$ cat config.mk
export PLATFORM = sky130hd
export DESIGN_NAME = rng_lfsr96
export DESIGN_NICKNAME = d
export VERILOG_FILES = /design/src/rtl/rng_pkg.sv /design/src/rtl/lfsr96_advance.sv /design/src/rtl/rng_lfsr96.sv
export SDC_FILE = /design/constraint.sdc
export NUM_CORES = 1
export LEC_CHECK = 0
export CAP_MARGIN = 15
export CORE_ASPECT_RATIO = 0.75
export CORE_MARGIN = 10
export CORE_UTILIZATION = 51
export CTS_CLUSTER_SIZE = 8
export DETAILED_ROUTE_END_ITERATION = 10
export MAX_ROUTING_LAYER = met4
export PLACE_DENSITY = 0.83
export SYNTH_ARGS = -nofsm -noshare
export SYNTH_HDL_FRONTEND = slang
export SYNTH_SLANG_ARGS = --single-unit
export TNS_END_PERCENT = 1
$ cat constraint.sdc
create_clock -name clk -period 2.4 [get_ports clk]
set_input_delay 0.24 -clock clk [delete_from_list [all_inputs] [get_ports clk]]
set_output_delay 0.24 -clock clk [all_outputs]
set_load 0.005 [all_outputs]
$ cat src/rtl/rng_pkg.sv
`default_nettype none
// +----------------------------------------------------------------------------+
// | Package     : rng_pkg                                                      |
// | Description : Shared constants, types and helpers for the 96-bit LFSR      |
// |               random source (register width, feedback taps, lockup-free    |
// |               default seed, FSM encoding, counter sizing).                 |
// | Revision    : 1.0 - initial release                                        |
// +----------------------------------------------------------------------------+
package rng_pkg;

  // Register width and feedback taps for x^96 + x^94 + x^49 + x^47 + 1.
  localparam int LFSR_W = 96;
  localparam int TAP_0  = 95;
  localparam int TAP_1  = 93;
  localparam int TAP_2  = 48;
  localparam int TAP_3  = 46;

  // The all-zero state is a fixed point of the LFSR, so this value stands in
  // whenever a zero seed is supplied and also serves as the reset state.
  localparam logic [LFSR_W-1:0] SEED_DEFAULT = 96'h1;

  typedef enum logic [1:0] {
    ST_IDLE = 2'd0,
    ST_RUN  = 2'd1,
    ST_DONE = 2'd2
  } rng_state_t;

  // Width of a counter that must hold 0 .. cycles-1. Never below one bit so
  // that the single-cycle configuration still has a legal counter.
  function automatic int cnt_width(input int cycles);
    return (cycles > 1) ? $clog2(cycles) : 1;
  endfunction

  // Replace a zero seed with the lockup-free default.
  function automatic logic [LFSR_W-1:0] seed_or_default(input logic [LFSR_W-1:0] seed);
    return (seed == '0) ? SEED_DEFAULT : seed;
  endfunction

endpackage
`default_nettype wire

$ cat src/rtl/lfsr96_advance.sv
`default_nettype none
// +----------------------------------------------------------------------------+
// | Module      : lfsr96_advance                                               |
// | Description : Purely combinational STEP-fold unrolling of the 96-bit       |
// |               Fibonacci LFSR bit-step.                                     |
// | Revision    : 1.0 - initial release                                        |
// |                                                                            |
// | Ports                                                                      |
// |   state_in   in  96  current LFSR state                                    |
// |   state_out  out 96  state after STEP chained bit-steps                    |
// +----------------------------------------------------------------------------+
module lfsr96_advance
  import rng_pkg::*;
#(
  parameter int STEP = 8
) (
  input  logic [LFSR_W-1:0] state_in,
  output logic [LFSR_W-1:0] state_out
);

  // chain[i] is the state after i bit-steps; each stage feeds the next.
  logic [LFSR_W-1:0] chain [0:STEP];

  assign chain[0] = state_in;

  for (genvar i = 0; i < STEP; i++) begin : g_step
    assign chain[i+1] = {chain[i][LFSR_W-2:0],
                         chain[i][TAP_0] ^ chain[i][TAP_1] ^
                         chain[i][TAP_2] ^ chain[i][TAP_3]};
  end

  assign state_out = chain[STEP];

endmodule
`default_nettype wire

$ cat src/rtl/rng_lfsr96.sv
`default_nettype none
// +----------------------------------------------------------------------------+
// | Module      : rng_lfsr96                                                   |
// | Description : Request/finish pseudo-random source. Each accepted request   |
// |               optionally reseeds the 96-bit LFSR, advances it by 96        |
// |               bit-steps (STEP per clock) and publishes the new state with  |
// |               a one-cycle finish pulse.                                    |
// | Revision    : 1.0 - initial release                                        |
// |                                                                            |
// | Parameters                                                                 |
// |   STEP        bit-steps per clock; must divide 96                          |
// | Ports                                                                      |
// |   clk         in  1   clock, rising edge                                   |
// |   rst_b       in  1   asynchronous active-low reset                        |
// |   rng_start   in  1   request, sampled only in IDLE                        |
// |   rng_in_mod  in  1   reseed qualifier, sampled with rng_start             |
// |   rng_seed    in  96  seed, used when rng_in_mod=1 at acceptance           |
// |   rng_data    out 96  registered result, held between finishes            |
// |   rng_finish  out 1   one-cycle pulse, rng_data valid                      |
// |   rng_busy    out 1   high while in RUN or DONE                            |
// +----------------------------------------------------------------------------+
module rng_lfsr96
  import rng_pkg::*;
#(
  parameter int STEP = 8
) (
  input  logic              clk,
  input  logic              rst_b,
  input  logic              rng_start,
  input  logic              rng_in_mod,
  input  logic [LFSR_W-1:0] rng_seed,
  output logic [LFSR_W-1:0] rng_data,
  output logic              rng_finish,
  output logic              rng_busy
);

  // STEP is expected to divide LFSR_W exactly; otherwise the run would not
  // total 96 bit-steps.
  localparam int              RUN_CYCLES = LFSR_W / STEP;
  localparam int              CNT_W      = cnt_width(RUN_CYCLES);
  localparam logic [CNT_W-1:0] CNT_LAST  = CNT_W'(RUN_CYCLES - 1);
  localparam logic [CNT_W-1:0] CNT_ONE   = CNT_W'(1);

  rng_state_t        state_q, state_d;
  logic [LFSR_W-1:0] s_q, s_d;
  logic [LFSR_W-1:0] s_adv;
  logic [CNT_W-1:0]  cnt_q, cnt_d;
  logic [LFSR_W-1:0] data_d;
  logic              finish_d;
  logic              busy_d;

  lfsr96_advance #(
    .STEP (STEP)
  ) u_advance (
    .state_in  (s_q),
    .state_out (s_adv)
  );

  // -------------------------------------------------------------------------
  // State and output registers
  // -------------------------------------------------------------------------
  always_ff @(posedge clk or negedge rst_b) begin
    if (!rst_b) begin
      state_q    <= ST_IDLE;
      s_q        <= SEED_DEFAULT;
      cnt_q      <= '0;
      rng_data   <= '0;
      rng_finish <= 1'b0;
      rng_busy   <= 1'b0;
    end else begin
      state_q    <= state_d;
      s_q        <= s_d;
      cnt_q      <= cnt_d;
      rng_data   <= data_d;
      rng_finish <= finish_d;
      rng_busy   <= busy_d;
    end
  end

  // -------------------------------------------------------------------------
  // Next-state / datapath logic
  // -------------------------------------------------------------------------
  // finish and busy are computed one cycle ahead so both leave the block
  // straight from flops; finish is raised on the RUN->DONE edge and therefore
  // is high exactly for the DONE cycle.
  always_comb begin
    state_d  = state_q;
    s_d      = s_q;
    cnt_d    = cnt_q;
    data_d   = rng_data;
    finish_d = 1'b0;
    busy_d   = rng_busy;

    case (state_q)
      ST_IDLE: begin
        if (rng_start) begin
          state_d = ST_RUN;
          cnt_d   = '0;
          busy_d  = 1'b1;
          // Without a reseed the LFSR simply continues from where the
          // previous request left it.
          if (rng_in_mod) begin
            s_d = seed_or_default(rng_seed);
          end
        end
      end

      ST_RUN: begin
        s_d = s_adv;
        if (cnt_q == CNT_LAST) begin
          state_d  = ST_DONE;
          cnt_d    = '0;
          data_d   = s_adv;
          finish_d = 1'b1;
        end else begin
          cnt_d = cnt_q + CNT_ONE;
        end
      end

      ST_DONE: begin
        // rng_start is deliberately not examined here; a held request is
        // taken on the following IDLE cycle.
        state_d = ST_IDLE;
        busy_d  = 1'b0;
      end

      default: begin
        state_d = ST_IDLE;
        busy_d  = 1'b0;
      end
    endcase
  end

endmodule
`default_nettype wire

==> results of run 1 <==
[power by group through the flow]
stage               sequential, mW  clock [mW]  combinational [mW]
detailed placement            6.39           0                7.09
floorplan                     5.96           0                4.18
finish                        6.39        2.99                7.05
global route                  6.57        3.14                7.70
global placement              6.32           0                6.88
CTS                           6.36        3.01                7.14
[sequential cells by signal (all words and copies together), names as in the netlist]
| register | count |
|---|---|
| cnt_q | 4 |
| rng_busy | 1 |
| rng_data | 96 |
| rng_finish | 1 |
| s_q | 96 |
| state_q | 2 |
[layout by cell type (no fill, tap or decap), types with 17 or more instances in the layout]
| master | instances |
|---|---|
| a21oi_1 | 17 |
| clkbuf_16 | 17 |
| clkdlybuf4s50_1 | 196 |
| dfrtp_1 | 199 |
| mux2_1 | 58 |
| mux2_4 | 30 |
| mux2i_1 | 88 |
| nand2_1 | 98 |
| nor2_1 | 19 |
| nor4_1 | 25 |
| o21ai_1 | 97 |
| xnor2_1 | 18 |
[area by class of cell]
| class | instances | area, um^2 | share of cell area |
|---|---|---|---|
| well taps | 215 | 269.0 | 0.02304 |
| inverters | 2 | 7.507 | 0.0006429 |
| repair buffers | 221 | 2283 | 0.1956 |
| multi-input cells | 473 | 3503 | 0.3000 |
| clock buffers | 17 | 425.4 | 0.03643 |
| clock inverters | 15 | 181.4 | 0.01554 |
| flip-flops and latches | 200 | 5006 | 0.4287 |
[routing by layer]
| layer | GRT usage | up-vias |
|---|---|---|
| met4 | 0.04867 | 0 |
| met5 | - | - |
| li1 | - | 2935 |
| met2 | 0.3338 | 207 |
| met1 | 0.3219 | 3243 |
| met3 | 0.05342 | 19 |
[critical path, delay by kind of cell, from the launching register on]
kind          cells  cell delay [ps]
simple gates      2              510
flops             1              410
mux               1              370
buf+inv           1              340
fa+ha+maj         1              230
[stage by stage]
stage,hold WS (ps),instance area [um^2],util
finish,383.0,11680,0.6918
detailed placement,305.5,11060,0.6553
global placement,304.9,11060,0.6553
global route,434.5,11680,0.6918
floorplan,-55.59,8778,-
CTS,406.5,11680,0.6918
[cells by family after synthesis]
logic type,Yosys count,share of synthesized area
compound gates,123,0.07326
mux,176,0.2261
xor+xnor,18,0.01796
simple gates,155,0.07825
fa+ha+maj,1,0.001425
flops,200,0.5703
buf+inv,47,0.03278
[timing repair]
action                                 in CTS  in global routing
hold buffers                                1                  0
endpoints found under the hold margin      64                  0
setup endpoints to repair                   0                  0
[worst min-delay path by stage]
stage	end	start	depth (start not counted)	slack, ps
global route	rng_data[46]$_DFFE_PN0P_	rst_b	2	430
floorplan	cnt_q[0]$_DFFE_PN0P_	rst_b	0	-60
detailed placement	rng_data[31]$_DFFE_PN0P_	rst_b	1	310
global placement	rng_data[31]$_DFFE_PN0P_	rst_b	1	300
finish	s_q[30]$_DFFE_PN0P_	rst_b	2	380
CTS	s_q[35]$_DFFE_PN0P_	rst_b	2	410
==> key figures, run 1 <==
Status
  – Outcome: finished, final reports clean

Final layout
  – Area Growth Syn to Fin: 33.01%
  – Layout cell share with drive strength beyond 1: 0.09914
  – FILL cells: 1204
  – Fin cells: 1143
  – Layout Nets: 1016
  – Antenna cells: 0

Power and ir drop
  – Gate power share: 0.429
  – Clock share of power: 0.182
  – Peak VDD IR: 0.001057 V
  – Sw Ratio: 0.3693
  – Reg power frac: 0.389
  – Cell internal pwr: slightly above 10 mW
  – Sw Pwr: between 6 and 7 mW
  – Total power: 16.42 mW
  – Pleak: 4.830 nW
  – Power Dens Cells: 1406 nW/um^2

Detailed routing
  – Length of routed wiring on met1: 12.03 mm
  – Initial DRT Pass Iterations: 5
  – Starting DRT DRC Count: 573
  – WL final: around 26 mm
  – Wire length on met3: 1.714 mm
  – WL per Instance: 22.36 um
  – Via density: between 5 and 6
  – Top layer in use: met4
  – # DRC: 0
  – Wire length on met2: 11.52 mm
  – Final antenna-violating net count: 0
  – Via Count: 6404

Critical path
  – Worst Setup EP: rng_data[90]$_DFFE_PN0P_
  – Required time of the critical path: 2720 ps
  – Setup crit end kind: flip-flop
  – Startpoint Class: flip-flop
  – Crit-path max FO: 57
  – Critical Path Max Stage Delay: 410 ps
  – Crit path DAT: 2350 ps
  – Kind of critical path: flip-flop to flip-flop
  – Worst r2r src: cnt_q[0]$_DFFE_PN0P_
  – Crit path launch: cnt_q[0]$_DFFE_PN0P_
  – Worst R2R End: rng_data[90]$_DFFE_PN0P_
  – Slowest cell on crit path: dfrtp_1
  – Internal reg-to-reg setup slack: roughly 370 ps
  – Crit-path cells: ha_1 -> and3b_1 -> nor2b_4 -> buf_12 -> mux2_1
  – FF-to-FF path depth: 5

CTS
  – CTS Root Buffer Type: clkbuf_16
  – Post-CTS Setup Inserts: 0
  – H-tree depth: 4
  – Clk_lat worst skew: between 400 and 500 ps
  – Clk sinks: 200
  – TritonCTS buffer count: 17
  – Clock Pin Slew Worst Setup and Hold Paths: around 80 ps
  – CTS tree: built
  – Clock Tree Buf Depth: 2
  – PostCTS Resize Cnt: 0

Global route
  – Grt ovf: 0
  – Vias in the first global route: 6717
  – Initial antenna violation count: 0
  – Largest net degree at the start of global routing: between 100 and 150
  – All-Layer GR Usage: 0.2300
  – First-pass GRT wire length: roughly 40 mm

Timing
  – RSZ-0062 raised after global routing: false
  – Max Fclk: ~500 MHz
  – Minimum clock period: 2031 ps
  – Final setup violating endpoints: 0
  – Sum Neg Setup Slack: 0 ps
  – Slew headroom: 0.5238
  – Worst-Margin Slew: 714.3 ps
  – Final setup margin: 369.1 ps
  – Final period util: 0.8462
  – Final hold violation count: 0
  – Clock skew: 9.101 ps
  – Final Max Tran Viols: 0

Floorplan
  – Die ar.: 22910 um^2
  – Row cnt: ~40
  – Initial Util: 0.5201
  – Core box area: 16880 um^2
  – Die height: 133.6 um
  – Chip width: 171.5 um
  – I/O pin cnt: roughly 200

Yosys
  – Synthesized flop and latch total: 200
  – EDFF count, synth: 0
  – Largest area contributor in the netlist: dfrtp_1
  – Syn. warnings: 0
  – Net Count, Synth: 821
  – Ys async rst share: 1.000
  – Ys flop type: dfrtp_1
  – Synth top cells by count: dfrtp_1, nand2_1, o21ai_1
  – Seq/Total Area, Yosys: 0.5703
  – Top-area cell type share of the netlist area: 0.5673
  – Instance count of the mapped netlist: 720
  – Most frequent cell after synthesis: dfrtp_1
  – Area contributors post-synth: dfrtp_1, mux2i_1, mux2_1, o21ai_1, mux2_4
  – Syn_area_per_cell: 12.19 um^2
  – Yosys cell types: 34
  – Post-Synthesis Cell Area: ~9000 um^2

Placed design
  – Place WS: approximately 67 ps
  – Port bufs: between 150 and 200
  – Dpl cells: 1110
  – Post-DP HPWL: 19.04 mm
  – Final GP Congestion: 0.8462

Hold path
  – Hold Path Class: primary input to asynchronous set/reset pin

Job
  – Max Cap Violations: 0
Power figures use the tool's default switching activity.
==> run 2, diff against run 1 <==
--- a/config.mk
+++ b/config.mk
@@ -8,11 +8,11 @@
 export CAP_MARGIN = 15
 export CORE_ASPECT_RATIO = 0.75
 export CORE_MARGIN = 10
-export CORE_UTILIZATION = 51
+export CORE_UTILIZATION = 46
 export CTS_CLUSTER_SIZE = 8
 export DETAILED_ROUTE_END_ITERATION = 10
 export MAX_ROUTING_LAYER = met4
-export PLACE_DENSITY = 0.83
+export PLACE_DENSITY = 0.79
 export SYNTH_ARGS = -nofsm -noshare
 export SYNTH_HDL_FRONTEND = slang
 export SYNTH_SLANG_ARGS = --single-unit
==> constraint.sdc (replaced) <==
create_clock -name clk -period 1.67 [get_ports clk]
set_input_delay 0.167 -clock clk [delete_from_list [all_inputs] [get_ports clk]]
set_output_delay 0.167 -clock clk [all_outputs]
set_load 0.005 [all_outputs]
==> run 2 against run 1 <==
Against the previous run: the flow now finishes with violations (setup timing); utilization decreased by 1.7 points; sequential cell count stayed put; via count is 4.6% higher; global-route usage shrank 1.7 points; clock-buffer cell count grew 2; largest cell class unchanged.
==> key figures, run 2 (synthesis gave the netlist of run 1 again) <==
Floorplan
  – Die height: approximately 140 um
  – Row cnt: 43
  – I/O pin cnt: just under 200
  – Core box area: about 19000 um^2
  – Die ar.: 25070 um^2
  – Chip width: 179.5 um
  – Initial Util: 0.4716

Detailed routing
  – Top layer in use: met4
  – WL final: 26.85 mm
  – WL per Instance: 21.41 um
  – Length of routed wiring on met1: 12.62 mm
  – Starting DRT DRC Count: 464
  – # DRC: 0
  – Wire length on met2: 12.20 mm
  – Via Count: 6696
  – Final antenna-violating net count: 0
  – Initial DRT Pass Iterations: 5
  – Wire length on met3: approximately 1.8 mm
  – Via density: 5.340

Critical path
  – Worst R2R End: rng_data[20]$_DFFE_PN0P_
  – Internal reg-to-reg setup slack: -110 ps
  – FF-to-FF path depth: 7
  – Crit path launch: cnt_q[1]$_DFFE_PN0P_
  – Crit path DAT: 2100 ps
  – Worst Setup EP: rng_data[20]$_DFFE_PN0P_
  – Setup crit end kind: flip-flop
  – Worst r2r src: cnt_q[1]$_DFFE_PN0P_
  – Startpoint Class: flip-flop
  – Kind of critical path: flip-flop to flip-flop
  – Required time of the critical path: around 2000 ps
  – Crit-path max FO: 8

Power and ir drop
  – Power Dens Cells: 1921 nW/um^2
  – Pleak: approximately 5.3 nW
  – Peak VDD IR: 0.001141 V

Timing
  – Clock skew: 12.72 ps
  – Final hold violation count: 0
  – Final Max Tran Viols: 0
  – Slew headroom: 0.5781
  – Hold WS: 274.6 ps
  – Final period util: 1.069
  – RSZ-0062 raised after global routing: true
  – Minimum clock period: about 1800 ps
  – Final setup margin: -114.7 ps
  – Final setup violating endpoints: 91
  – Max Fclk: 560.3 MHz
  – Worst-Margin Slew: 627.1 ps

Global route
  – Initial antenna violation count: 0
  – All-Layer GR Usage: 0.2130
  – First-pass GRT wire length: roughly 40 mm
  – Largest net degree at the start of global routing: 55
  – Vias in the first global route: 6909
  – Grt ovf: 0

Final layout
  – Layout Nets: ~1100
  – Layout cell share with drive strength beyond 1: 0.1946
  – Layout Utilization: 0.6752
  – Antenna cells: 0
  – FILL cells: 1383
  – Area Growth Syn to Fin: 43.19%
  – Fin cells: 1254
  – Commonest cells after routing, fill and taps aside: dfrtp_1, clkdlybuf4s50_1, nand2_1
  – Biggest regs: rng_data x96, s_q x96, cnt_q x4
  – Commonest non-fill, non-tap cell in the layout: dfrtp_1

CTS
  – Clock Tree Buf Depth: 2
  – Clk_lat worst skew: 430 ps
  – CTS tree: built
  – Clk sinks: 200
  – H-tree depth: 4
  – CTS Root Buffer Type: clkbuf_16
  – Clock Pin Slew Worst Setup and Hold Paths: 80 ps
  – TritonCTS buffer count: 17

Status
  – Outcome: finished with violations
  – Violated checks: setup timing

Job
  – Max Cap Violations: 0

Placed design
  – Post-DP HPWL: between 15 and 20 mm
  – Port bufs: between 150 and 200
  – Final GP Congestion: 0.8650
  – Dpl cells: 1209
  – Place WS: -658.0 ps

Hold path
  – Hold Path Class: primary input to asynchronous set/reset pin
run 2: changes by cell type in the layout (fill, tap and decap cells not counted), moves of 3 or more:
cell,previous run,this run
nor2_2,1,5
inv_6,6,3
mux2_1,58,42
clkbuf_16,17,20
buf_4,13,77
buf_16,0,3
nor2_1,19,15
nor4_1,25,22
buf_12,10,14
mux2_4,30,46
buf_6,0,4
run 2: how the worst min path moves through the flow:
stage               start                  endpoint  slack (ps)  depth (start not counted)
floorplan           rst_b      cnt_q[0]$_DFFE_PN0P_        -130                          0
finish              rst_b  rng_data[59]$_DFFE_PN0P_         270                          2
global route        rst_b  rng_data[46]$_DFFE_PN0P_         300                          2
CTS                 rst_b  rng_data[51]$_DFFE_PN0P_         280                          2
detailed placement  rst_b  rng_data[59]$_DFFE_PN0P_         170                          1
global placement    rst_b  rng_data[59]$_DFFE_PN0P_         180                          1
run 2: area by class of cell:
type | count | area, um^2 | area share
clock buffer | 19 | 442.9 | 0.03524
clock inverter | 13 | 136.4 | 0.01085
inverter | 2 | 7.507 | 0.0005973
multi-input combinational | 473 | 3605 | 0.2868
sequential | 200 | 5007 | 0.3984
tap | 247 | 309.0 | 0.02459
timing repair buffer | 300 | 3062 | 0.2436
run 2: metal layers:
| layer | global-route usage | up-vias |
|---|---|---|
| met5 | - | - |
| met3 | 0.06399 | 21 |
| li1 | - | 3090 |
| met4 | 0.04299 | 0 |
| met1 | 0.2888 | 3388 |
| met2 | 0.3097 | 197 |
run 2: report_power, final:
part | internal [mW] | leakage [nW] | switching (mW)
Sequential | 7.22 | 2.50 | 1.94
Combinational | 5.97 | 2.50 | 4.94
Clock | 2.14 | 0.275 | 1.93
Total | 15.3 | 5.28 | 8.81
run 2: metrics by stage:
step	instance area [um^2]	total power, mW	TNS, ps
3_5_place_dp	11670	19.71	-8145
2_1_floorplan	8796	14.59	-1430
4_1_cts	12400	23.98	-7769
6_report	12570	24.15	-7430
5_1_grt	12570	25.74	-12650
3_3_place_gp	11670	19.37	-4787
run 2: critical path: stages, from the launching register on:
cell,delay [ps]
dfrtp_1,370
ha_2,180
and3b_2,200
nor2b_4,170
buf_6,120
buf_12,160
clkbuf_16,170
mux2_4,290
run 2: repair_timing:
| item | 4_1_cts | 5_1_grt |
|---|---|---|
| hold buffers | 1 | 0 |
| endpoints found under the setup margin | 90 | 159 |
| gates resized for setup | 11 | 24 |
| cloned | 2 | 3 |
| pin swaps | 3 | 1 |
| buffers inserted | 5 | 2 |
| endpoints found under the hold margin | 48 | 0 |
